<file path="config.mk">
export PLATFORM = sky130hd
export DESIGN_NAME = ddr_cmd_responder
export DESIGN_NICKNAME = d
export VERILOG_FILES = /design/src/rtl/ddr_cmd_responder.sv
export SDC_FILE = /design/constraint.sdc
export NUM_CORES = 1
export LEC_CHECK = 0
export CAP_MARGIN = 15
export CORE_MARGIN = 2
export CORE_UTILIZATION = 55
export DETAILED_ROUTE_END_ITERATION = 10
export PLACE_DENSITY = 0.71
export SYNTH_ARGS = -nofsm -noshare
export SYNTH_HDL_FRONTEND = slang
export SYNTH_SLANG_ARGS = --single-unit
</file>
<file path="constraint.sdc">
create_clock -name CK_t -period 5.9 [get_ports CK_t]
set_clock_uncertainty 0.05 [all_clocks]
set_input_delay 0.59 -clock CK_t [delete_from_list [all_inputs] [get_ports CK_t]]
set_output_delay 0.59 -clock CK_t [all_outputs]
set_load 0.03 [all_outputs]
</file>
<file path="src/rtl/ddr_cmd_responder.sv">
// Device-side DDR4 command responder: decodes controller commands, tracks 16 banks,
// enforces tRRD/tRCD/tRP, generates CL/CWL data-enable windows and flags violations.
module ddr_cmd_responder #(
  parameter int unsigned tRRD = 4,
  parameter int unsigned tRCD = 16,
  parameter int unsigned tRP  = 16,
  parameter int unsigned CL   = 16,
  parameter int unsigned CWL  = 12,
  parameter int unsigned BL   = 8
) (
  input  logic        CK_t,
  input  logic        reset_n,
  input  logic        cs_n,
  input  logic        act_n,
  input  logic        ras_n,
  input  logic        cas_n,
  input  logic        we_n,
  input  logic [1:0]  bg,
  input  logic [1:0]  ba,
  input  logic [14:0] addr,
  input  logic [3:0]  mon_bank,
  output logic [14:0] mon_row,
  output logic [15:0] bank_open,
  output logic        rd_data_en,
  output logic        wr_data_en,
  output logic        err_valid,
  output logic [2:0]  err_code
);

  typedef enum logic [1:0] {
    ST_IDLE        = 2'd0,
    ST_ACTIVATING  = 2'd1,
    ST_ACTIVE      = 2'd2,
    ST_PRECHARGING = 2'd3
  } bank_state_e;

  localparam int unsigned HALF = BL / 2;
  localparam int unsigned RD_W = CL + HALF - 1;
  localparam int unsigned WR_W = CWL + HALF - 1;
  // Bit j of a window register drives the data enable j+1 cycles after the command.
  localparam logic [RD_W-1:0] RD_MASK = {{HALF{1'b1}}, {(CL-1){1'b0}}};
  localparam logic [WR_W-1:0] WR_MASK = {{HALF{1'b1}}, {(CWL-1){1'b0}}};
  localparam logic [4:0] RRD_MAX   = 5'(tRRD);
  localparam logic [4:0] RRD_LEGAL = 5'(tRRD - 1);
  localparam logic [4:0] RCD_DONE  = 5'(tRCD - 1);
  localparam logic [4:0] RP_DONE   = 5'(tRP - 1);

  function automatic logic [4:0] sat_inc(input logic [4:0] v);
    return (v == 5'd31) ? v : v + 5'd1;
  endfunction

  bank_state_e        r_state [16];
  logic [14:0]        r_row   [16];
  logic [4:0]         r_cnt   [16];
  logic [4:0]         r_rrd;
  logic [RD_W-1:0]    r_rd_sr;
  logic [WR_W-1:0]    r_wr_sr;
  logic               r_err_valid;
  logic [2:0]         r_err_code;

  logic [3:0]  w_bank;
  logic [2:0]  w_rcw;
  logic        w_is_act, w_is_pre, w_is_rd, w_is_wr, w_is_ref;
  logic [15:0] w_open, w_ready, w_idle, w_pre_hit;
  logic        w_err, w_act_ok, w_rd_ok, w_wr_ok;
  logic [2:0]  w_code;

  assign w_bank   = {bg, ba};
  assign w_rcw    = {ras_n, cas_n, we_n};
  assign w_is_act = !cs_n && !act_n;
  assign w_is_pre = !cs_n && act_n && (w_rcw == 3'b010);
  assign w_is_rd  = !cs_n && act_n && (w_rcw == 3'b101);
  assign w_is_wr  = !cs_n && act_n && (w_rcw == 3'b100);
  assign w_is_ref = !cs_n && act_n && (w_rcw == 3'b001);

  // Per-bank status; a bank finishing its tRCD/tRP count this edge counts as already there.
  always_comb begin
    w_open    = '0;
    w_ready   = '0;
    w_idle    = '0;
    w_pre_hit = '0;
    for (int i = 0; i < 16; i++) begin
      w_open[i]    = (r_state[i] == ST_ACTIVATING) || (r_state[i] == ST_ACTIVE);
      w_ready[i]   = (r_state[i] == ST_ACTIVE) ||
                     ((r_state[i] == ST_ACTIVATING) && (r_cnt[i] == RCD_DONE));
      w_idle[i]    = (r_state[i] == ST_IDLE) ||
                     ((r_state[i] == ST_PRECHARGING) && (r_cnt[i] == RP_DONE));
      w_pre_hit[i] = w_is_pre && (addr[10] || (w_bank == 4'(i)));
    end
  end

  // Command legality check and violation code selection.
  always_comb begin
    w_err    = 1'b0;
    w_code   = 3'd0;
    w_act_ok = 1'b0;
    w_rd_ok  = 1'b0;
    w_wr_ok  = 1'b0;
    if (w_is_act) begin
      if (!w_idle[w_bank]) begin
        w_err  = 1'b1;
        w_code = 3'd1;
      end else if (r_rrd < RRD_LEGAL) begin
        w_err  = 1'b1;
        w_code = 3'd2;
      end else begin
        w_act_ok = 1'b1;
      end
    end else if (w_is_rd || w_is_wr) begin
      if (!w_open[w_bank]) begin
        w_err  = 1'b1;
        w_code = 3'd3;
      end else if (!w_ready[w_bank]) begin
        w_err  = 1'b1;
        w_code = 3'd4;
      end else begin
        w_rd_ok = w_is_rd;
        w_wr_ok = w_is_wr;
      end
    end else if (w_is_ref) begin
      if (w_idle != 16'hFFFF) begin
        w_err  = 1'b1;
        w_code = 3'd5;
      end else begin
        w_err = 1'b0;
      end
    end else begin
      w_err = 1'b0;
    end
  end

  // Per-bank state machines, open rows and timing counters.
  always_ff @(posedge CK_t or negedge reset_n) begin
    if (!reset_n) begin
      for (int i = 0; i < 16; i++) begin
        r_state[i] <= ST_IDLE;
        r_row[i]   <= 15'd0;
        r_cnt[i]   <= 5'd0;
      end
    end else begin
      for (int i = 0; i < 16; i++) begin
        r_cnt[i] <= sat_inc(r_cnt[i]);
        case (r_state[i])
          ST_IDLE: begin
            if (w_act_ok && (w_bank == 4'(i))) begin
              r_state[i] <= ST_ACTIVATING;
              r_row[i]   <= addr;
              r_cnt[i]   <= 5'd0;
            end
          end
          ST_ACTIVATING: begin
            if (w_pre_hit[i]) begin
              r_state[i] <= ST_PRECHARGING;
              r_cnt[i]   <= 5'd0;
            end else if (r_cnt[i] == RCD_DONE) begin
              r_state[i] <= ST_ACTIVE;
            end
          end
          ST_ACTIVE: begin
            if (w_pre_hit[i]) begin
              r_state[i] <= ST_PRECHARGING;
              r_cnt[i]   <= 5'd0;
            end
          end
          ST_PRECHARGING: begin
            if (w_act_ok && (w_bank == 4'(i))) begin
              r_state[i] <= ST_ACTIVATING;
              r_row[i]   <= addr;
              r_cnt[i]   <= 5'd0;
            end else if (r_cnt[i] == RP_DONE) begin
              r_state[i] <= ST_IDLE;
            end
          end
          default: r_state[i] <= ST_IDLE;
        endcase
      end
    end
  end

  // tRRD counter, data-enable shift registers and the error report.
  always_ff @(posedge CK_t or negedge reset_n) begin
    if (!reset_n) begin
      r_rrd       <= RRD_MAX;
      r_rd_sr     <= '0;
      r_wr_sr     <= '0;
      r_err_valid <= 1'b0;
      r_err_code  <= 3'd0;
    end else begin
      if (w_act_ok) begin
        r_rrd <= 5'd0;
      end else if (r_rrd != RRD_MAX) begin
        r_rrd <= r_rrd + 5'd1;
      end else begin
        r_rrd <= r_rrd;
      end
      r_rd_sr     <= (r_rd_sr >> 1) | (w_rd_ok ? RD_MASK : '0);
      r_wr_sr     <= (r_wr_sr >> 1) | (w_wr_ok ? WR_MASK : '0);
      r_err_valid <= w_err;
      if (w_err) begin
        r_err_code <= w_code;
      end else begin
        r_err_code <= r_err_code;
      end
    end
  end

  assign bank_open  = w_open;
  assign mon_row    = w_open[mon_bank] ? r_row[mon_bank] : 15'd0;
  assign rd_data_en = r_rd_sr[0];
  assign wr_data_en = r_wr_sr[0];
  assign err_valid  = r_err_valid;
  assign err_code   = r_err_code;

endmodule
</file>
==> flow_summary.ini, run 1 <==
[outcome]
status = completed

[detailed_routing]
ant_nets = 0
wl_um = 46500
detail_route.wl_per_cell_um = 22.2
avgViaCountPerCell = 6.22
wl_met3_um = 2500
top_layer = met4
drt_iter0_drc = 1099
num_vias = 13000
post-route-drc-count = 0
wl_met2_um = 22000
drtPass1Iterations = 5
wl_met1_um = 20600

[run]
maxCapViolations = 0

[cells_and_area]
drive_gt1_share_pct = 29.7
nets = 1716
regArea_um2 = 9890
diodes = 0
area_growth_pct = 12.3
fillCellCount = 2746
multiInputGateArea_um2 = 9870

[synth]
syn_area_um2 = 20300
synth_cell_type_count = 63
synth_flop_cell = dfrtp_1
synth_area_leaders = dfrtp_1 (48%), mux2_2 (14%), mux4_2 (9.4%)
async_reset_ff_share_pct = 100
avgSynthCellArea_um2 = 13.1
synth_nets = 1670
syn_inst = 1546
ys_ff_latch = 395
synth-edff-count = 0
synth_top_area_share_pct = 48.5
yosys-top-cells-count = dfrtp_1 (394), mux2_2 (255), ha_1 (94)
synth_top_area_cell = dfrtp_1
synthMostInstantiatedCell = dfrtp_1
ys_seq_area_share_pct = 48.6
ys_warn_count = 0

[sta]
final.setup.worst_slack_ns = 1.37
fmax_mhz = 221
timing.final.crit_share_pct = 76.8
setup-violations-final = 0
rsz0062_at_grt = false
drv_slew = 0
worstMarginPinSlew_ns = 1.10
max_slew_margin_pct = 26.5
tns_ns = 0
fin_crit_ns = 4.53
finalHoldViolations = 0

[global_routing]
overflow = 0
grt_max_degree = 165
grt_first_pass_wirelength_um = 75100
antenna_found_initial = 0
grt_pass1_vias = 13300
track_usage_pct = 25.1

[worst_setup_path]
critPathMaxFanout = 10
rr_startpoint = r_cnt[45]
worstPathRequired_ns = 5.26
critPathLaunchType = flop
critPathKind = flop to output port
cp-end-kind = output port
rr_worst_depth = 8
crit_arrival_ns = 3.89
critPathLaunch = r_state[24]

[clock_tree]
cts_root_buf = clkbuf_16
postCtsSetupRepairBufs = 0
clk_path_buf_depth = 3
clock-sinks = 395
cts_buffers = 42
cts_tree = yes
htree_levels = 2
clk_pin_slew_worst_paths_ns = 0.07
clock_latency_ns = 0.58
cts_hold_buf = 0
cts.repair.resized = 0

[floorplanning]
initial_utilization_pct = 55.7
dieWidth_um = 196
core_area_um2 = 36500
fp.dieArea_um2 = 38500
row_count = 70
io_pins = 67
die_h_um = 196

[power_and_ir_drop]
cellPowerDensity_nw_per_um2 = 504
power_mw = 11.5
vdd_drop_max_mv = 0.267
p_leak_nw = 10.6

[placed_design]
place.gp.congestion = 0.885
post-place-ws_ns = 1.41
dp_hpwl_um = 30700
io_buffers = 66

[min_path]
hp-class = primary input to asynchronous set/reset pin
area by class of cell:
type / instances / area share, %
Clock buffer: 65 / 5.69
Clock inverter: 10 / 0.521
Inverter: 46 / 0.756
Multi-Input combinational cell: 1013 / 43.2
Sequential cell: 395 / 43.3
Tap cell: 468 / 2.57
Timing Repair Buffer: 94 / 3.95
flip-flops by register name (all words and copies together), names as in the netlist:
register / flops
r_wr_sr: 15
r_rrd: 5
r_state: 32
err_code: 3
err_valid: 1
r_rd_sr: 19
r_cnt: 80
r_row: 240
cell usage in the layout, fill, tap and decap left out, drive strengths merged, types with 8 or more instances in the layout:
cell | Yosys | routed
nand2 | 43 | 43
a21oi | 74 | 74
xor2 | 19 | 19
buf | 49 | 32
a211oi | 32 | 32
nand3 | 27 | 27
xnor2 | 33 | 33
and3 | 8 | 8
o21a | 10 | 10
ha | 94 | 94
mux2i | 26 | 26
nand4b | 13 | 13
nand2b | 9 | 9
nor2b | 24 | 24
or2 | 10 | 10
inv | 46 | 48
nor3 | 13 | 13
mux2 | 258 | 258
nand4 | 13 | 13
and4b | 13 | 13
o21ai | 31 | 31
dfrtp | 394 | 394
o221ai | 13 | 13
a31oi | 25 | 25
nor4 | 8 | 8
a221oi | 17 | 17
nor2 | 64 | 64
mux4 | 85 | 85
clkdlybuf4s50 | 0 | 62
clkbuf | 43 | 65
a211o | 8 | 8
worst max-delay path, cell delays in order (launching register included):
cell             delay, ns
dfrtp_1               0.38
inv_1                 0.08
ha_1                  0.53
mux4_2                0.54
mux2_2                0.28
o21ai_2               0.45
buf_4                 0.33
nor2b_1               0.11
clkdlybuf4s50_1       0.60
through the flow:
stage | util, % | instance area, um2 | hold slack, ns | instances
4_1_cts | 62.5 | 22800 | 0.0541 | 2091
2_1_floorplan | - | 20300 | 0.244 | 1546
6_report | 62.5 | 22800 | 0.0139 | 2091
3_5_place_dp | 58.6 | 21400 | 0.287 | 2016
3_3_place_gp | 58.6 | 21400 | 0.286 | 2016
5_1_grt | 62.5 | 22800 | 0.0837 | 2091
where the power goes:
part	switching (mW)	leakage, nW	internal (mW)
Combinational	2.38	4.74	2.17
Clock	1.09	0.706	1.60
Sequential	0.651	5.13	3.62
Total	4.12	10.6	7.39
layer usage:
layer,vias up,global-route usage (%)
met5,-,0
li1,5833,-
met2,341,39.7
met3,84,4.44
met1,6752,35.5
met4,0,8.28
cell families after synthesis:
kind of cell / synth area share [%]
DFF: 48.6
muxes: 25.0
and+or+nand+nor: 7.29
AOI/OAI and AO/OA: 7.88
buffers and inverters: 3.15
adders and majority gates: 5.79
xor gates and xnor gates: 2.24
worst paths after layout:
check                        endpoint  slack (ns)
setup / recovery           mon_row[0]        1.37
hold reg to reg            r_wr_sr[3]        0.30
setup reg to reg           r_row[158]        2.21
max in group asynchronous  r_row[143]        4.34
hold / removal             r_state[3]        0.01
min in group CK_t          r_wr_sr[3]        0.30
(Power assumes the default switching activity.)
==> run 2: changes to the inputs <==
--- a/config.mk
+++ b/config.mk
@@ -9,7 +9,7 @@
 export CORE_MARGIN = 2
 export CORE_UTILIZATION = 55
 export DETAILED_ROUTE_END_ITERATION = 10
-export PLACE_DENSITY = 0.71
+export PLACE_DENSITY = 0.74
 export SYNTH_ARGS = -nofsm -noshare
 export SYNTH_HDL_FRONTEND = slang
 export SYNTH_SLANG_ARGS = --single-unit
==> constraint.sdc (replaced) <==
create_clock -name CK_t -period 3.9 [get_ports CK_t]
set_clock_uncertainty 0.05 [all_clocks]
set_input_delay 0.39 -clock CK_t [delete_from_list [all_inputs] [get_ports CK_t]]
set_output_delay 0.39 -clock CK_t [all_outputs]
set_load 0.03 [all_outputs]
==> flow_summary.ini, run 2 (synthesis gave the netlist of run 1 again) <==
[cells_and_area]
largest_register = r_row
final_cells = 2126
fin_util_pct = 63.7
final_common_cell = dfrtp_1
diodes = 0
nets = 1749
drive_gt1_share_pct = 31.8
largest_register_ffs = 240
area_growth_pct = 14.5
fin_area_um2 = 23300
final_cell_mix = dfrtp_1 (394), mux2_2 (255), ha_1 (93)
reg.largest.list = r_row x240, r_cnt x80, r_state x32

[min_path]
min_from = r_wr_sr[6]
whs_endpoint = r_wr_sr[5]
hold_depth = 0
hp-class = flop to flop

[clock_tree]
cts_root_buf = clkbuf_16
clk_pin_slew_worst_paths_ns = 0.06
htree_levels = 2
clock_latency_ns = 0.57
clock-sinks = 395
cts_buffers = 42
clk_path_buf_depth = 3
cts_tree = yes

[power_and_ir_drop]
cellPowerDensity_nw_per_um2 = 757
vdd_drop_max_mv = 0.338
power_mw = 17.6
p_leak_nw = 10.8

[sta]
final.setup.worst_slack_ns = 0.248
rsz0062_at_grt = false
drv_slew = 0
max_slew_margin_pct = 49.3
fin_crit_ns = 3.65
setup-violations-final = 0
holdWs_ns = 0.296
finalHoldViolations = 0
worstMarginPinSlew_ns = 0.761
timing.final.crit_share_pct = 93.6
fmax_mhz = 274
tns_ns = 0

[global_routing]
grt_pass1_vias = 13600
track_usage_pct = 25.5
grt_max_degree = 99
antenna_found_initial = 0
overflow = 0
grt_first_pass_wirelength_um = 76300

[worst_setup_path]
rr_worst_depth = 9
critPathMaxFanout = 9
cp-end-kind = output port
critPathLaunchType = flop
critPathBufInv = 3
crit_arrival_ns = 3.21
r2r_end = r_row[137]
critPathKind = flop to output port
rr_startpoint = r_cnt[45]
crit_path_cell_trace = inv_1 -> ha_1 -> mux4_2 -> mux2_2 -> o21ai_1 -> buf_4 -> nor2b_1 -> dlygate4sd2_1
worstPathRequired_ns = 3.46
r2r_slack_ns = 0.58
crit_family = multiplexers
crit_slowest_cell = mux4_2
max_stage_delay_ns = 0.55

[floorplanning]
initial_utilization_pct = 55.7
core_area_um2 = 36500
fp.dieArea_um2 = 38500
dieWidth_um = 196
io_pins = 67
die_h_um = 196
row_count = 70

[detailed_routing]
drtPass1Iterations = 5
post-route-drc-count = 0
avgViaCountPerCell = 6.26
num_vias = 13300
drt_iter0_drc = 906
ant_nets = 0
wl_um = 47700
detail_route.wl_per_cell_um = 22.4

[run]
maxCapViolations = 0

[placed_design]
post-place-ws_ns = 0.283
dp_hpwl_um = 30800
place.gp.congestion = 0.866
io_buffers = 66
post_dp_cell_area_um2 = 21800
placedCellCount = 2048

[outcome]
status = completed
run 2: final cells by class:
class	count	area [um2]
multi-input cells	1013	9860
flip-flops and latches	395	9890
clock inverters	13	194
repair buffers	127	1300
fillers	2656	13200
clock buffers	64	1270
well taps	468	586
inverters	46	173
run 2: how the worst max path moves through the flow:
stage / from / slack [ns] / endpoint / cells after the start
after CTS: r_state[8] / 0.02 / mon_row[5] / 8
after global placement: mon_bank[1] / 0.29 / mon_row[2] / 7
after floorplan: r_state[14] / 0.77 / mon_row[10] / 8
final: r_state[8] / 0.25 / mon_row[2] / 8
after global routing: r_state[8] / 0.13 / mon_row[2] / 8
after detailed placement: mon_bank[1] / 0.28 / mon_row[2] / 7
run 2: layer usage:
metal,vias up,share of wire (%),GRT usage [%]
met5,-,0,0
met3,96,6.1,4.83
met4,0,3.2,8.87
met1,6885,44,35.5
met2,402,47,40.7
li1,5917,-,-
run 2: power by group:
part | leakage, nW | internal [mW] | switching (mW)
combinational | 5.00 | 3.37 | 3.64
sequential | 5.13 | 5.47 | 0.997
clock | 0.718 | 2.47 | 1.67
run 2: timing repair:
item	in CTS	in global routing
buffers inserted	0	0
gates resized for setup	3	1
endpoints found under the hold margin	83	0
endpoints found under the setup margin	2	1
hold buffers	1	0
==> run 3: changes to the inputs <==
--- a/config.mk
+++ b/config.mk
@@ -10,6 +10,7 @@
 export CORE_UTILIZATION = 55
 export DETAILED_ROUTE_END_ITERATION = 10
 export PLACE_DENSITY = 0.74
+export RECOVER_POWER = 100
 export SYNTH_ARGS = -nofsm -noshare
 export SYNTH_HDL_FRONTEND = slang
 export SYNTH_SLANG_ARGS = --single-unit
==> flow_summary.ini, run 3 (synthesis gave the netlist of run 1 again) <==
[outcome]
status = complete, but fails checks
violations = capacitance limit, slew limit

[floorplanning]
fp.dieArea_um2 = 38500
dieWidth_um = 196
die_h_um = 196
core_area_um2 = 36500
io_pins = 67
row_count = 70
initial_utilization_pct = 55.7

[placed_design]
dp_hpwl_um = 30800
io_buffers = 66
place.gp.congestion = 0.866
post-place-ws_ns = 0.283

[cells_and_area]
final_cell_mix = dfrtp_1 (394), mux2_2 (255), ha_1 (93)
diodes = 0
reg.largest.list = r_row x240, r_cnt x80, r_state x32
nets = 1749
largest_register = r_row
fillCellCount = 2703
largest_register_ffs = 240
area_growth_pct = 12.9
drive_gt1_share_pct = 29.8
final_common_cell = dfrtp_1

[worst_setup_path]
crit_arrival_ns = 3.29
critPathLaunchType = flop
max_stage_delay_ns = 0.55
critPathMaxFanout = 6
cp-end-kind = output port
crit_path_cell_trace = inv_1 -> ha_1 -> mux4_2 -> mux2_2 -> o21ai_1 -> clkbuf_1 -> nor2b_1 -> clkbuf_2
critPathBufInv = 3
crit_family = multiplexers
critPathKind = flop to output port
crit_slowest_cell = mux4_2
worstPathRequired_ns = 3.46

[sta]
final.setup.worst_slack_ns = 0.174
tns_ns = 0
fin_crit_ns = 3.73
max_slew_margin_pct = -61.3
drv_slew = 87
setup-violations-final = 0
finalHoldViolations = 0
fmax_mhz = 268
timing.final.crit_share_pct = 95.5
rsz0062_at_grt = false
holdWs_ns = 0.293
worstMarginPinSlew_ns = 2.42

[clock_tree]
clk_path_buf_depth = 3
cts_buffers = 42
cts_root_buf = clkbuf_16
cts_tree = yes
clk_pin_slew_worst_paths_ns = 0.06
postCtsSetupRepairBufs = 0
htree_levels = 2
clock_latency_ns = 0.57
clock-sinks = 395

[detailed_routing]
avgViaCountPerCell = 6.25
post-route-drc-count = 0
drtPass1Iterations = 7
detail_route.wl_per_cell_um = 22.4
ant_nets = 0
num_vias = 13300
drt_iter0_drc = 975
wl_um = 47700

[power_and_ir_drop]
p_leak_nw = 10.7
cellPowerDensity_nw_per_um2 = 759
vdd_drop_max_mv = 0.331

[global_routing]
grt_first_pass_wirelength_um = 76300
overflow = 0
grt_pass1_vias = 13600
track_usage_pct = 25.5
grt_max_degree = 99
antenna_found_initial = 0

[min_path]
hp-class = flop to flop

[run]
maxCapViolations = 1
run 3: changes by cell type in the layout (fill, tap and decap cells not counted), sizes merged:
cell	change
buf	-28
clkbuf	+29
clkdlybuf4s50	-22
dlygate4sd3	+22
dlymetal6s2s	-1
run 3: where the power goes:
group | internal, mW | switching [mW]
clock network | 2.47 | 1.67
registers | 5.47 | 0.998
logic | 3.24 | 3.57
total | 11.2 | 6.24
run 3: repair_timing:
| action | in CTS | in global routing |
|---|---|---|
| gates cloned | 0 | 0 |
| setup endpoints to repair | 2 | 1 |
| endpoints found under the hold margin | 83 | 0 |
| hold buffers | 1 | 0 |
| gates resized for setup | 3 | 1 |
run 3: cell type report:
| type | instances | area [um2] | area share, % |
|---|---|---|---|
| flip-flops and latches | 395 | 9890 | 43.1 |
| multi-input cells | 1013 | 9730 | 42.4 |
| clock buffers | 64 | 1270 | 5.55 |
| clock inverters | 13 | 194 | 0.845 |
| repair buffers | 127 | 1120 | 4.88 |
| inverters | 46 | 173 | 0.752 |
| well taps | 468 | 586 | 2.55 |
run 3: metal layers:
metal  global-route usage, %  up-vias  share of wire [%]
met5                       0        -                  0
met4                    8.87        0                3.2
met3                    4.83       96                6.2
met2                    40.7      394                 47
met1                    35.5     6888                 43
li1                        -     5913                  -
run 3: worst register-to-register path: cells and delay by family (launching register included):
kind | cells | cell delay, ns
mux | 1 | 0.35
fa+ha+maj | 1 | 0.21
compound gates | 3 | 0.76
buf+inv | 1 | 0.26
flops | 1 | 0.39
simple gates | 4 | 1.51
run 3: per-stage QoR:
stage | power (mW) | std cells | util (%) | cell area, um2
5_1_grt | 18.5 | 2126 | 62.9 | 23000
4_1_cts | 17.7 | 2126 | 63.7 | 23300
2_1_floorplan | 11.4 | 1546 | - | 20300
3_3_place_gp | 13.1 | 2048 | 59.7 | 21800
6_report | 17.4 | 2126 | 62.9 | 23000
3_5_place_dp | 13.4 | 2048 | 59.7 | 21800
run 3: worst paths after layout:
kind	startpoint	to	slack, ns	cells past startpoint
setup / recovery	r_state[8]	mon_row[10]	0.17	8
max in group asynchronous	reset_n	r_cnt[68]	0.98	3
hold / removal	r_wr_sr[6]	r_wr_sr[5]	0.29	0
setup reg to reg	r_cnt[45]	r_row[239]	0.26	10
hold reg to reg	r_wr_sr[6]	r_wr_sr[5]	0.29	0
min in group asynchronous	reset_n	r_cnt[28]	1.02	2
